**src/rtl/calc2_req_adapter.sv**
```systemverilog
// Transaction-to-calc2 request adapter: tag allocation, two-cycle request drive and a credit-protected response FIFO.
// Optional per-tag response timeout is compiled in with CALC2_ADAPTER_TIMEOUT_EN.
module calc2_req_adapter #(
    parameter int RSP_DEPTH      = 4,
    parameter int TIMEOUT_CYCLES = 64
) (
    input  logic        c_clk,
    input  logic        reset,
    input  logic        in_valid,
    output logic        in_ready,
    input  logic [3:0]  in_cmd,
    input  logic [31:0] in_op1,
    input  logic [31:0] in_op2,
    output logic [1:0]  in_tag,
    output logic [3:0]  req_cmd_out,
    output logic [31:0] req_data_out,
    output logic [1:0]  req_tag_out,
    input  logic [1:0]  resp_in,
    input  logic [31:0] resp_data_in,
    input  logic [1:0]  resp_tag_in,
    output logic        rsp_valid,
    input  logic        rsp_ready,
    output logic [1:0]  rsp_status,
    output logic [31:0] rsp_data,
    output logic [1:0]  rsp_tag,
    output logic [3:0]  busy_tags,
    output logic        err_spurious
);
    localparam int PTR_W = (RSP_DEPTH > 1) ? $clog2(RSP_DEPTH) : 1;
    localparam logic [1:0] S_IDLE = 2'd0;
    localparam logic [1:0] S_CMD  = 2'd1;
    localparam logic [1:0] S_OP2  = 2'd2;

    logic [1:0]       state_q, state_d;
    logic [3:0]       req_cmd_q, req_cmd_d;
    logic [31:0]      req_data_q, req_data_d;
    logic [1:0]       req_tag_q, req_tag_d;
    logic [31:0]      op2_q, op2_d;
    logic [3:0]       busy_q, busy_d;
    logic [3:0]       local_cnt_q, local_cnt_d;
    logic [3:0]       fifo_cnt_q, fifo_cnt_d;
    logic [PTR_W-1:0] wr_ptr_q, wr_ptr_d, rd_ptr_q, rd_ptr_d;
    logic             err_spurious_q, err_spurious_d;
    logic [35:0]      mem [RSP_DEPTH];

    logic [1:0]  alloc_tag;
    logic [2:0]  busy_cnt;
    logic [4:0]  credits;
    logic        accept, pop, push, local_dec;
    logic [35:0] wr_entry, head;
    logic [3:0]  expired;
    logic [1:0]  to_sel;

    function automatic logic [PTR_W-1:0] next_ptr(input logic [PTR_W-1:0] p);
        return (p == PTR_W'(RSP_DEPTH - 1)) ? '0 : p + PTR_W'(1);
    endfunction

    always_comb begin
        alloc_tag = 2'd0;
        busy_cnt  = 3'd0;
        for (int i = 3; i >= 0; i--) begin
            if (!busy_q[i]) alloc_tag = 2'(i);
        end
        for (int i = 0; i < 4; i++) begin
            busy_cnt = busy_cnt + {2'b0, busy_q[i]};
        end
    end

    // Credits cover tags in flight, queued responses and not-yet-pushed cmd-0 entries.
    assign credits   = {2'b0, busy_cnt} + {1'b0, fifo_cnt_q} + {1'b0, local_cnt_q};
    assign in_ready  = reset && (state_q == S_IDLE) && !(&busy_q) && (credits < 5'(RSP_DEPTH));
    assign in_tag    = in_ready ? alloc_tag : 2'd0;
    assign accept    = in_valid && in_ready;
    assign rsp_valid = (fifo_cnt_q != 4'd0);
    assign pop       = rsp_valid && rsp_ready;
    assign head      = mem[rd_ptr_q];

    assign rsp_status   = rsp_valid ? head[35:34] : 2'd0;
    assign rsp_data     = rsp_valid ? head[33:2]  : 32'd0;
    assign rsp_tag      = rsp_valid ? head[1:0]   : 2'd0;
    assign req_cmd_out  = req_cmd_q;
    assign req_data_out = req_data_q;
    assign req_tag_out  = req_tag_q;
    assign busy_tags    = busy_q;
    assign err_spurious = err_spurious_q;

`ifdef CALC2_ADAPTER_TIMEOUT_EN
    localparam int CNT_W = $clog2(TIMEOUT_CYCLES + 1);
    generate
        for (genvar gi = 0; gi < 4; gi++) begin : g_to
            logic [CNT_W-1:0] cnt_q, cnt_d;
            always_comb begin
                cnt_d = cnt_q;
                if ((accept && in_cmd != 4'd0 && alloc_tag == 2'(gi)) ||
                    (state_q == S_CMD && req_tag_q == 2'(gi))) begin
                    cnt_d = '0;
                end else if (busy_q[gi] && cnt_q != CNT_W'(TIMEOUT_CYCLES)) begin
                    cnt_d = cnt_q + CNT_W'(1);
                end
            end
            always_ff @(posedge c_clk or negedge reset) begin
                if (!reset) cnt_q <= '0;
                else        cnt_q <= cnt_d;
            end
            assign expired[gi] = busy_q[gi] && (cnt_q == CNT_W'(TIMEOUT_CYCLES));
        end
    endgenerate
`else
    assign expired = 4'd0;
`endif

    always_comb begin
        to_sel = 2'd0;
        for (int i = 3; i >= 0; i--) begin
            if (expired[i]) to_sel = 2'(i);
        end
    end

    // Single FIFO write port: calc2 response beats local cmd-0 entry beats timeout.
    always_comb begin
        push      = 1'b0;
        wr_entry  = 36'd0;
        local_dec = 1'b0;
        busy_d    = busy_q;
        if (resp_in != 2'd0 && busy_q[resp_tag_in]) begin
            push              = 1'b1;
            wr_entry          = {resp_in, resp_data_in, resp_tag_in};
            busy_d[resp_tag_in] = 1'b0;
        end else if (local_cnt_q != 4'd0) begin
            push      = 1'b1;
            wr_entry  = {2'd2, 32'd0, 2'd0};
            local_dec = 1'b1;
        end else if (|expired) begin
            push           = 1'b1;
            wr_entry       = {2'd3, 32'd0, to_sel};
            busy_d[to_sel] = 1'b0;
        end
        if (accept && in_cmd != 4'd0) busy_d[alloc_tag] = 1'b1;
        err_spurious_d = (resp_in != 2'd0) && !busy_q[resp_tag_in];
        local_cnt_d    = local_cnt_q + {3'b0, accept && in_cmd == 4'd0} - {3'b0, local_dec};
        fifo_cnt_d     = fifo_cnt_q + {3'b0, push} - {3'b0, pop};
        wr_ptr_d       = push ? next_ptr(wr_ptr_q) : wr_ptr_q;
        rd_ptr_d       = pop  ? next_ptr(rd_ptr_q) : rd_ptr_q;
    end

    always_comb begin
        state_d    = state_q;
        op2_d      = op2_q;
        req_cmd_d  = 4'd0;
        req_data_d = 32'd0;
        req_tag_d  = 2'd0;
        case (state_q)
            S_IDLE: begin
                if (accept && in_cmd != 4'd0) begin
                    req_cmd_d  = in_cmd;
                    req_data_d = in_op1;
                    req_tag_d  = alloc_tag;
                    op2_d      = in_op2;
                    state_d    = S_CMD;
                end
            end
            S_CMD: begin
                req_data_d = op2_q;
                req_tag_d  = req_tag_q;
                state_d    = S_OP2;
            end
            default: state_d = S_IDLE;
        endcase
    end

    always_ff @(posedge c_clk or negedge reset) begin
        if (!reset) begin
            state_q        <= S_IDLE;
            req_cmd_q      <= 4'd0;
            req_data_q     <= 32'd0;
            req_tag_q      <= 2'd0;
            op2_q          <= 32'd0;
            busy_q         <= 4'd0;
            local_cnt_q    <= 4'd0;
            fifo_cnt_q     <= 4'd0;
            wr_ptr_q       <= '0;
            rd_ptr_q       <= '0;
            err_spurious_q <= 1'b0;
        end else begin
            state_q        <= state_d;
            req_cmd_q      <= req_cmd_d;
            req_data_q     <= req_data_d;
            req_tag_q      <= req_tag_d;
            op2_q          <= op2_d;
            busy_q         <= busy_d;
            local_cnt_q    <= local_cnt_d;
            fifo_cnt_q     <= fifo_cnt_d;
            wr_ptr_q       <= wr_ptr_d;
            rd_ptr_q       <= rd_ptr_d;
            err_spurious_q <= err_spurious_d;
        end
    end

    always_ff @(posedge c_clk) begin
        if (push) mem[wr_ptr_q] <= wr_entry;
    end
endmodule

```
**config.mk**
```make
export PLATFORM = sky130hd
export DESIGN_NAME = calc2_req_adapter
export DESIGN_NICKNAME = d
export VERILOG_FILES = /design/src/rtl/calc2_req_adapter.sv
export SDC_FILE = /design/constraint.sdc
export NUM_CORES = 1
export LEC_CHECK = 0
export ABC_AREA = 1
export BUFFER_PORTS_ARGS = -buffer_cell sky130_fd_sc_hd__buf_2
export CORE_ASPECT_RATIO = 1.25
export CORE_MARGIN = 2
export CORE_UTILIZATION = 45
export CTS_CLUSTER_DIAMETER = 80
export DETAILED_ROUTE_END_ITERATION = 7
export PLACE_DENSITY = 0.79
export REMOVE_ABC_BUFFERS = 1
export SYNTH_ARGS = -nofsm -noshare
export SYNTH_HDL_FRONTEND = slang
export SYNTH_SLANG_ARGS = --single-unit
```
**constraint.sdc**
```tcl
create_clock -name c_clk -period 3.2 [get_ports c_clk]
set_input_delay 0.48 -clock c_clk [delete_from_list [all_inputs] [get_ports c_clk]]
set_output_delay 0.48 -clock c_clk [all_outputs]
set_load 0.01 [all_outputs]
```
; Word-level counts from Yosys, hierarchy flattened
; Memory sizes are Yosys's and may differ from the RTL's.
; Index checks and enable logic that the tools add are counted.
[word_totals]
ff_bits = 89
ram_bits = 144
word_cells = 89
mem_count = 1
[memory_table]
columns = memory, depth, width, read_ports, rd_clocked_by_memory_dff, wr, line
row1 = mem, 4, 36, 1, 0, 1, 44  ; logic [35:0] mem [RSP_DEPTH];
[op_classes]
add_sub_neg = 11
magnitude_cmp = 5
n_eq_ne = 4
n_mux = 33
bitwise_logic = 3
reduce_logical = 21
[ops]
columns = cell, n
row1 = $mux W36, 2
row2 = $mux W32, 2
row3 = $pmux W32 S2, 1
row4 = $mux W2, 11
row5 = $mux W4, 4
row6 = $reduce_bool A4 Y1, 3
row7 = $logic_and A1 B1 Y1, 11
row8 = $add A4 B1 Y4, 2
row9 = $mux W1, 8
row10 = $pmux W2 S2, 2
row11 = $sub A4 B1 Y4, 2
row12 = $lt A2 B3 Y1 const B, 2
row13 = $add A3 B4 Y5, 1
row14 = $add A5 B4 Y5, 1
row15 = $lt A5 B3 Y1 const B, 1
row16 = $add A2 B1 Y2 const B, 2
row17 = $and A4 B4 Y4, 1
row18 = $demux W1 S2, 2
row19 = $eq A2 B2 Y1 const B, 2
row20 = $ge A2 B1 Y1 const B, 2
row21 = $logic_not A4 Y1, 1
row22 = $not A4 Y4, 1
row23 = $or A4 B4 Y4, 1
row24 = $reduce_and A4 Y1, 1
row25 = other kinds (10), 11

; Depth between registers and ports, before layout
; Gate-level depths: netlist of run 1.
[depth]
ltp_word = 11
ltp_mapped = 19
depth_no_buf = 18

; Worst setup path after synthesis of run 1
; Ideal clock, no wire load.
[synth_timing]
path_kind = register -> register
startpoint = register busy_q[0], in the netlist busy_tags[0]
endpoint = register local_cnt_q[2]
setup_time_ps = 123
arrival_ps = 3415
setup_slack_ps = -338
path_stages_with_launch = 19
n_path_buf = 1
path_cell_list = dfrtp_1 > fa_1 > inv_1 > fa_1 > inv_1 > ha_1 > nand3_1 > nand3_1 > nand2_1 > inv_2 > nor2_4 > buf_2 > nand3b_1 > ha_1 > inv_1 > ha_1 > inv_1 > fa_1 > xnor2_1
[synth_via]
elab_chain_cells = 11
[synth_lines]
columns = element, line
row1 = start: declaration, 39  ; logic [3:0] busy_q, busy_d;
row2 = start signal: assignment, 190  ; busy_q <= busy_d;
row3 = $add A1 B1 Y2, 65  ; busy_cnt = busy_cnt + {2'b0, busy_q[i]};
row4 = $add A2 B1 Y3, 65
row5 = $add A3 B1 Y3, 65
row6 = $add A3 B4 Y5, 70  ; assign credits = {2'b0, busy_cnt} + {1'b0, fifo_cnt_q} + {1'b0, local_cnt_q};
row7 = $add A5 B4 Y5, 70
row8 = $lt A5 B3 Y1, 71  ; assign in_ready = reset && (state_q == S_IDLE) && !(&busy_q) && (credits < 5'(RSP_DEPTH));
row9 = $logic_and A1 B1 Y1 (*), 71
row10 = via in_ready, 10  ; output logic in_ready,
row11 = $logic_and A1 B1 Y1 (*), 73  ; assign accept = in_valid && in_ready;
row12 = $logic_and A1 B1 Y1 (*), 140  ; local_cnt_d = local_cnt_q + {3'b0, accept && in_cmd == 4'd0} - {3'b0, local_dec};
row13 = $add A4 B1 Y4 (*), 140
row14 = $sub A4 B1 Y4 (*), 140
row15 = via local_cnt_d[2], 40  ; logic [3:0] local_cnt_q, local_cnt_d;
row16 = end signal: assignment, 191  ; local_cnt_q <= local_cnt_d;
row17 = end: declaration, 40
; Mark *: on every way through the listed nets, which the timed path passes. The rest lies on a longest branch. The select of a mux whose other input is x is not followed.
; A chain may end at the register's enable or synchronous reset.

; Worst setup path after layout of run 1
[layout_timing]
startpoint = register busy_q[3], in the netlist busy_tags[3]
endpoint = output in_ready
[layout_via]
elab_chain_cells = 5
[layout_lines]
columns = element, line
row1 = $add A3 B1 Y3, 65
row2 = $add A3 B4 Y5, 70
row3 = $add A5 B4 Y5, 70
row4 = $lt A5 B3 Y1, 71
row5 = $logic_and A1 B1 Y1 (*), 71
row6 = end: declaration, 10
; Every way passes the cells marked *; elsewhere a longest branch is shown, timed or not.

==> results of run 1 <==
## power groups by stage
stage / registers (mW) / logic (mW) / clock network (mW)
global route: 5.08 / 6.94 / 2.86
global placement: 4.98 / 5.24 / 0
finish: 4.97 / 6.23 / 2.69
detailed placement: 5.00 / 5.46 / 0
CTS: 4.96 / 5.88 / 2.74
floorplan: 5.13 / 3.15 / 0
## kinds of logic after synthesis
group / Yosys count
flops: 233
simple gates: 456
fa+ha+maj: 28
xor+xnor: 4
buf+inv: 146
compound gates: 126
## cell type report
class                      count  area [um2]  share of cell area (%)
clock inverter                13         104                   0.834
clock buffer                  31         668                    5.37
inverter                      88         330                    2.65
tap                          283         354                    2.84
antenna                        2        5.00                  0.0402
sequential                   233        6550                    52.6
timing repair buffer         216        1290                    10.3
multi-input combinational    614        3150                    25.3
## layout by cell type, fill, tap and decap left out, types with 25 or more instances in the layout
cell       Yosys  routed
a21oi_1       40      40
nand4_1       70      70
inv_1         83      76
clkbuf_16      0      25
edfxtp_1     144     144
nor2_1       200     192
buf_2         18     186
dfrtp_1       89      88
o21ai_0       78      78
nand2_1      167     163
## per-layer routing
layer  vias up  wire (um)  part of all wire (%)  GRT usage [%]
met5         -         13                 0.053              0
met4         2        386                   1.6           5.01
met3        40       2110                   8.7           4.68
met2       337      12200                    50           36.3
met1      3660       9590                    39           24.9
li1       3690          -                     -              -
## how the worst min path moves through the flow
stage | start | endpoint | slack [ns] | depth (start not counted)
floorplan | reset | busy_tags[0] | 0.18 | 0
global placement | op2_q[6] | req_data_out[6] | 0.46 | 2
detailed placement | op2_q[21] | op2_q[21] | 0.47 | 2
CTS | reset | local_cnt_q[0] | 0.06 | 2
global route | reset | local_cnt_q[0] | 0.09 | 2
finish | reset | state_q[1] | 0.05 | 2
## registers in the layout, summed over array words and instances, names as in the netlist
name,count
fifo_cnt_q,4
wr_ptr_q,2
req_tag_out,2
req_data_out,32
local_cnt_q,4
op2_q,32
state_q,2
busy_tags,4
mem,144
req_cmd_out,4
err_spurious,1
rd_ptr_q,2
## what timing repair did
action,4_1_cts,5_1_grt
pin swaps,4,13
resized for setup,15,29
cloned,1,0
endpoints found under the setup margin,5,38
buffers inserted,2,3
hold endpoints to repair,0,0
## metrics by stage
stage	instance area (um2)	hold WS (ns)	TNS (ns)	setup slack, ns	power [mW]
after global placement	11400	0.460	-0.0287	-0.0167	10.2
after floorplan	9870	0.184	-117.77	-0.859	8.28
after global routing	12400	0.0894	-1.46	-0.353	14.9
after CTS	12300	0.0552	-0.451	-0.143	13.6
after detailed placement	11400	0.466	-0.333	-0.167	10.5
final	12400	0.0522	-0.789	-0.235	13.9
==> reports/results.ini, run 1 <==
[power]
p_comb_share_pct = 44.9
power.internal_mw = 8.49
p_sw_mw = 5.40
power_frac_seq_pct = 35.8
p_leak_nw = 5.81
switching_share_pct = 38.9
clock_power_share_pct = 19.4
powerDensity_nw_per_um2 = 1120
peakVddDrop_mv = 0.741

[synth]
ys_seq_elements = 233
synth_ff_type = edfxtp_1
synth_common_cells = nor2_1, nand2_1, edfxtp_1
synth_area_um2 = 10200
synth.distinct_cells = 29
yosys.area_share.simple_pct = 18.9
synth-edff-count = 144
synth_top_family_by_area = simple AND/OR/NAND/NOR gates
yosysMostFrequentCell = nor2_1
synth_top_cell_by_area = edfxtp_1
synth-compound-area-share_pct = 6.35
synthCells = 993
synth-async-reset-ratio_pct = 38.2
synth_mux_area_share_pct = 0
synth_area_leaders = edfxtp_1, dfrtp_1, nor2_1, nand2_1, nand4_1
synth_xor_area_share_pct = 0.345
synth_top_area_share_pct = 42.6
yosysSeqAreaShare_pct = 64.5
post_synth.cell_area_avg_um2 = 10.2
ys_warn_count = 0
synth_fa_ha_area_share_pct = 3.82

[sta]
worst_slew_pin_slew_ns = 0.805
slew_headroom_pct = 46.2
setup_viol = 5
skew_ns = 0.0162
max_freq_mhz = 291
grt_setup_unrepaired = true
final.setup.worst_slack_ns = -0.235
finalCritPeriodShare_pct = 107
period_needed_ns = 3.44
hold_viol_final = 0
maxSlewViolCount = 0

[drt]
first_iter_violations = 469
dr.pass1.iters = 6
drc = 0
via_per_inst = 5.22
vias = 7729
ant_nets = 0
drt-total-wl_um = 24300
wl_per_cell_um = 16.5

[global_route]
antenna_found_initial = 3
track_usage_pct = 20.2
first_global_vias = 7724
grt-ovfl-total = 0
grt_pass1_wl_um = 39100
grt_max_degree = 71

[setup_path]
worst-path-max-fanout = 3
reg2reg_to = local_cnt_q[1]
critPathSlowestCell = fa_1
path_cells = fa_1 -> inv_2 -> fa_2 -> inv_2 -> ha_4 -> nand2_2 -> nor2_2 -> nor2_2 -> nor2_2 -> nand2_2 -> nor2_4 -> buf_4 -> buf_12 -> buf_6
worstRegToRegCells = 18
path_buf_inv = 5
rrSetupSlack_ns = -0.22
critPathArrivalTime_ns = 2.96
slowest_delay_ns = 0.56
startpoint_type = flop
crit_end = in_ready
critPathRequiredTime_ns = 2.72
rr_startpoint = busy_tags[3]
cp-end-kind = output port
worstSetupPathType = flop to output port
cp-startpoint = busy_tags[3]
crit_family = adder cells
worstSetupPathDepth = 14
crit_path_frequent_cell = nor2_2

[job]
drv_cap = 0

[floorplan]
rows = 61
initial_core_util_pct = 45.7
die-width_um = 138
core_um2 = 22200
die_area_um2 = 23800
ios = 191
die_h_um = 172

[clocking]
path_clk_slew_ns = 0.06
cts_tree = yes
root_buffer = clkbuf_16
clockBufferDepth = 3
hold_buffers = 0
clock-sinks = 233
worstSkewPairLatency_ns = 0.51
htree_levels = 1
numCtsBuffers = 24

[finish]
final_core_util_pct = 56.0
areaGrowthSynthToFinish_pct = 22.6
drive_gt1_share_pct = 24.6
finalNetCount = 1313
fillers = 1839
final_cells = 1480

[place]
dp.cells = 1429
hpwl_um = 14600
port_buffers = 190
place.gp.congestion = 0.833

[outcome]
status = finished with violations
violations = setup timing

[min_path]
holdCritPathClass = primary input to async pin

Power figures use the tool's default switching activity.
==> inputs of run 2 (changes only) <==
--- a/config.mk
+++ b/config.mk
@@ -5,14 +5,14 @@
 export SDC_FILE = /design/constraint.sdc
 export NUM_CORES = 1
 export LEC_CHECK = 0
-export ABC_AREA = 1
+export ABC_AREA = 0
 export BUFFER_PORTS_ARGS = -buffer_cell sky130_fd_sc_hd__buf_2
 export CORE_ASPECT_RATIO = 1.25
 export CORE_MARGIN = 2
 export CORE_UTILIZATION = 45
 export CTS_CLUSTER_DIAMETER = 80
 export DETAILED_ROUTE_END_ITERATION = 7
-export PLACE_DENSITY = 0.79
+export PLACE_DENSITY = 0.8
 export REMOVE_ABC_BUFFERS = 1
 export SYNTH_ARGS = -nofsm -noshare
 export SYNTH_HDL_FRONTEND = slang
==> run 2 against run 1 <==
Hold slack improved by 0.14 ns. Clock skew rose by 0.0027 ns. First-iteration DRC count is 51% lower. Largest power group unchanged. Sequential cell count stayed put. Synthesized cell count down 44%. Maximum frequency decreased by 8.5%. Critical endpoint is now in_tag[1]. Total power down 2.3%. The run still ends with setup timing left.
==> reports/results.ini, run 2 <==
[drt]
wl_per_cell_um = 19.8  ; +20%
drt-total-wl_um = 21500  ; -12%
dr.pass1.iters = 4  ; -2
wl_met1_um = 8300  ; -13%
vias = 5701  ; -26%
via_per_inst = 5.24  ; +0.34%
met3RoutedLength_um = 1740  ; -17%
met2_length_um = 11100  ; -9.6%
ant_nets = 0  ; unchanged
routed.top_layer = met4
first_iter_violations = 231  ; -51%
drc = 0  ; unchanged

[sta]
setup_viol = 73  ; +68
hold_viol_final = 0  ; unchanged
whs_ns = 0.191  ; +0.139 ns
final.setup.worst_slack_ns = -0.556  ; -0.320 ns
worst_slew_pin_slew_ns = 0.926  ; +0.121 ns
grt_setup_unrepaired = true
slew_headroom_pct = 38.3  ; -8.0 points
max_freq_mhz = 266  ; -8.5%
maxSlewViolCount = 0  ; unchanged
finalCritPeriodShare_pct = 117  ; +10 points
fin_setup_tns_ns = -22.74  ; -21.95 ns
period_needed_ns = 3.76  ; +0.320 ns
skew_ns = 0.0189  ; +0.00271 ns

[synth]
ys_warn_count = 0  ; unchanged
synth-async-reset-ratio_pct = 38.2  ; unchanged
synth-edff-count = 144  ; unchanged
yosysMostFrequentCell = edfxtp_1
post_synth.cell_area_avg_um2 = 17.2  ; +69%
synth_area_leaders = edfxtp_1, dfrtp_1, mux4_2, and2_1, mux2_2
synth_top_cell_by_area = edfxtp_1
synthCells = 555  ; -44%
synth_top_area_share_pct = 45.2  ; +2.6 points
ys_seq_elements = 233  ; unchanged
synth_ff_type = edfxtp_1
synth_area_um2 = 9570  ; -5.7%
yosysSeqAreaShare_pct = 68.4  ; +3.9 points
synth_common_cells = edfxtp_1, dfrtp_1, and2_1
synth.distinct_cells = 43  ; +48%

[clocking]
cts_tree = yes
clockBufferDepth = 3  ; unchanged
worstSkewPairLatency_ns = 0.51  ; about the same
root_buffer = clkbuf_16
numCtsBuffers = 23  ; -4.2%
htree_levels = 1  ; unchanged
path_clk_slew_ns = 0.07  ; about the same
clock-sinks = 233  ; unchanged

[outcome]
violations = setup timing
status = finished with violations

[floorplan]
die-width_um = 134  ; -2.8%
core_um2 = 20800  ; -6.3%
die_h_um = 167  ; -2.8%
die_area_um2 = 22500  ; -5.6%
rows = 59  ; -3.3%
initial_core_util_pct = 46.0  ; +0.26 points
ios = 191  ; unchanged

[finish]
top_register = mem
drive_gt1_share_pct = 46.2  ; +22 points
final_cell_mix = buf_2, edfxtp_1, dfrtp_1
fillers = 1570  ; -15%
finalNetCount = 933  ; -29%
stdcell_area_um2 = 12400  ; -0.55%
areaGrowthSynthToFinish_pct = 29.3
antenna_cells = 0  ; -2
largest_reg_flops = 144  ; unchanged
final_common_cell = buf_2

[global_route]
grt_max_degree = 75  ; +5.6%
grt-ovfl-total = 0  ; unchanged
first_global_vias = 6142  ; -20%
antenna_found_initial = 0  ; -3
track_usage_pct = 19.2  ; -1.0 points
grt_pass1_wl_um = 33400  ; -15%

[place]
port_buffers = 190  ; unchanged
place.gp.congestion = 0.827  ; -0.67%
dpl_cell_area_um2 = 11100  ; -3.1%
hpwl_um = 13100  ; -10%
post-place-ws_ns = -0.610  ; -0.443 ns

[setup_path]
crit_path_frequent_cell = buf_6
slowest_delay_ns = 0.54  ; -0.02 ns
critPathArrivalTime_ns = 3.28  ; +0.32 ns
critPathSlowestCell = fa_1
path_cells = fa_1 -> inv_1 -> fa_2 -> inv_2 -> ha_4 -> and3b_1 -> or4_4 -> a21o_1 -> buf_6 -> nor2_4 -> buf_6
worstSetupPathType = flop to output port
worst-path-max-fanout = 4  ; +1
critPathRequiredTime_ns = 2.72  ; about the same
startpoint_type = flop
cp-end-kind = output port

[power]
powerDensity_nw_per_um2 = 1100  ; -1.7%
finalPower_mw = 13.6  ; -2.3%
peakVddDrop_mv = 0.638  ; -14%
p_leak_nw = 5.36  ; -7.7%

[min_path]
holdCritPathClass = primary input to flop

[job]
drv_cap = 0  ; unchanged

[run 2: cell count changes in the layout (fill, tap and decap cells not counted), sizes merged, moves of 6 or more]
cell,previous run,this run
o21ai,80,3
mux4,0,37
nor2b,0,6
nor2,202,8
buf,215,241
nand2,168,5
nand4,70,1
mux2,0,36
inv,89,29
and2,0,71
a22o,0,34
nand3,13,5
a21oi,40,3
[run 2: area by class of cell]
| type | count | area, um2 | share of cell area (%) |
|---|---|---|---|
| Clock inverter | 16 | 189 | 1.53 |
| Inverter | 28 | 105 | 0.849 |
| Sequential cell | 233 | 6550 | 52.9 |
| Clock buffer | 26 | 587 | 4.74 |
| Tap cell | 274 | 343 | 2.77 |
| Multi-Input combinational cell | 267 | 2980 | 24.1 |
| Timing Repair Buffer | 244 | 1620 | 13.1 |
[run 2: logic make-up after synthesis]
logic type	Yosys count	synth area share [%]
fa+ha+maj	28	4.05
flops	233	68.4
simple gates	107	6.67
mux	73	13.2
buf+inv	55	2.59
compound gates	54	4.61
xor+xnor	5	0.458
[run 2: timing repair]
item,4_1_cts,5_1_grt
endpoints found under the setup margin,75,75
gates cloned,6,1
hold endpoints to repair,15,0
buffers inserted,9,1
hold buffers,1,0
resized for setup,44,15
pin swaps,8,7
[run 2: worst max-delay path, delay by kind of cell, from the launching register on]
family / cells / cell delay, ns
buffers and inverters: 4 / 0.37
and+or+nand+nor: 3 / 0.74
DFF: 1 / 0.40
adders and majority gates: 3 / 1.05
AOI/OAI and AO/OA: 1 / 0.21
[run 2: metrics by stage]
stage	cells	utilization (%)
finish	1088	59.5
global route	1088	59.5
CTS	1086	58.9
detailed placement	1028	53.2
global placement	1028	53.2
floorplan	528	-
[run 2: worst paths after layout]
kind                                 from               end  slack [ns]  cells past startpoint
setup / recovery             busy_tags[0]         in_tag[1]       -0.56                     11
min in group asynchronous           reset    local_cnt_q[0]        0.48                      3
setup reg to reg             busy_tags[0]    local_cnt_q[1]       -0.48                     16
hold reg to reg            req_tag_out[1]    req_tag_out[1]        0.48                      1
max in group asynchronous           reset          op2_q[9]        1.53                      4
hold / removal                 in_op1[10]  req_data_out[10]        0.19                      2
[run 2: power breakdown]
part           switching (mW)  internal [mW]
registers               0.474           4.59
logic                    2.73           3.01
clock network            1.12           1.65
total                    4.33           9.24
[run 2: layer usage]
| layer | track usage [%] | vias to the layer above |
|---|---|---|
| li1 | - | 2567 |
| met1 | 23.6 | 2872 |
| met2 | 33.3 | 233 |
| met3 | 5.36 | 29 |
| met4 | 4.94 | 0 |
| met5 | 0 | - |
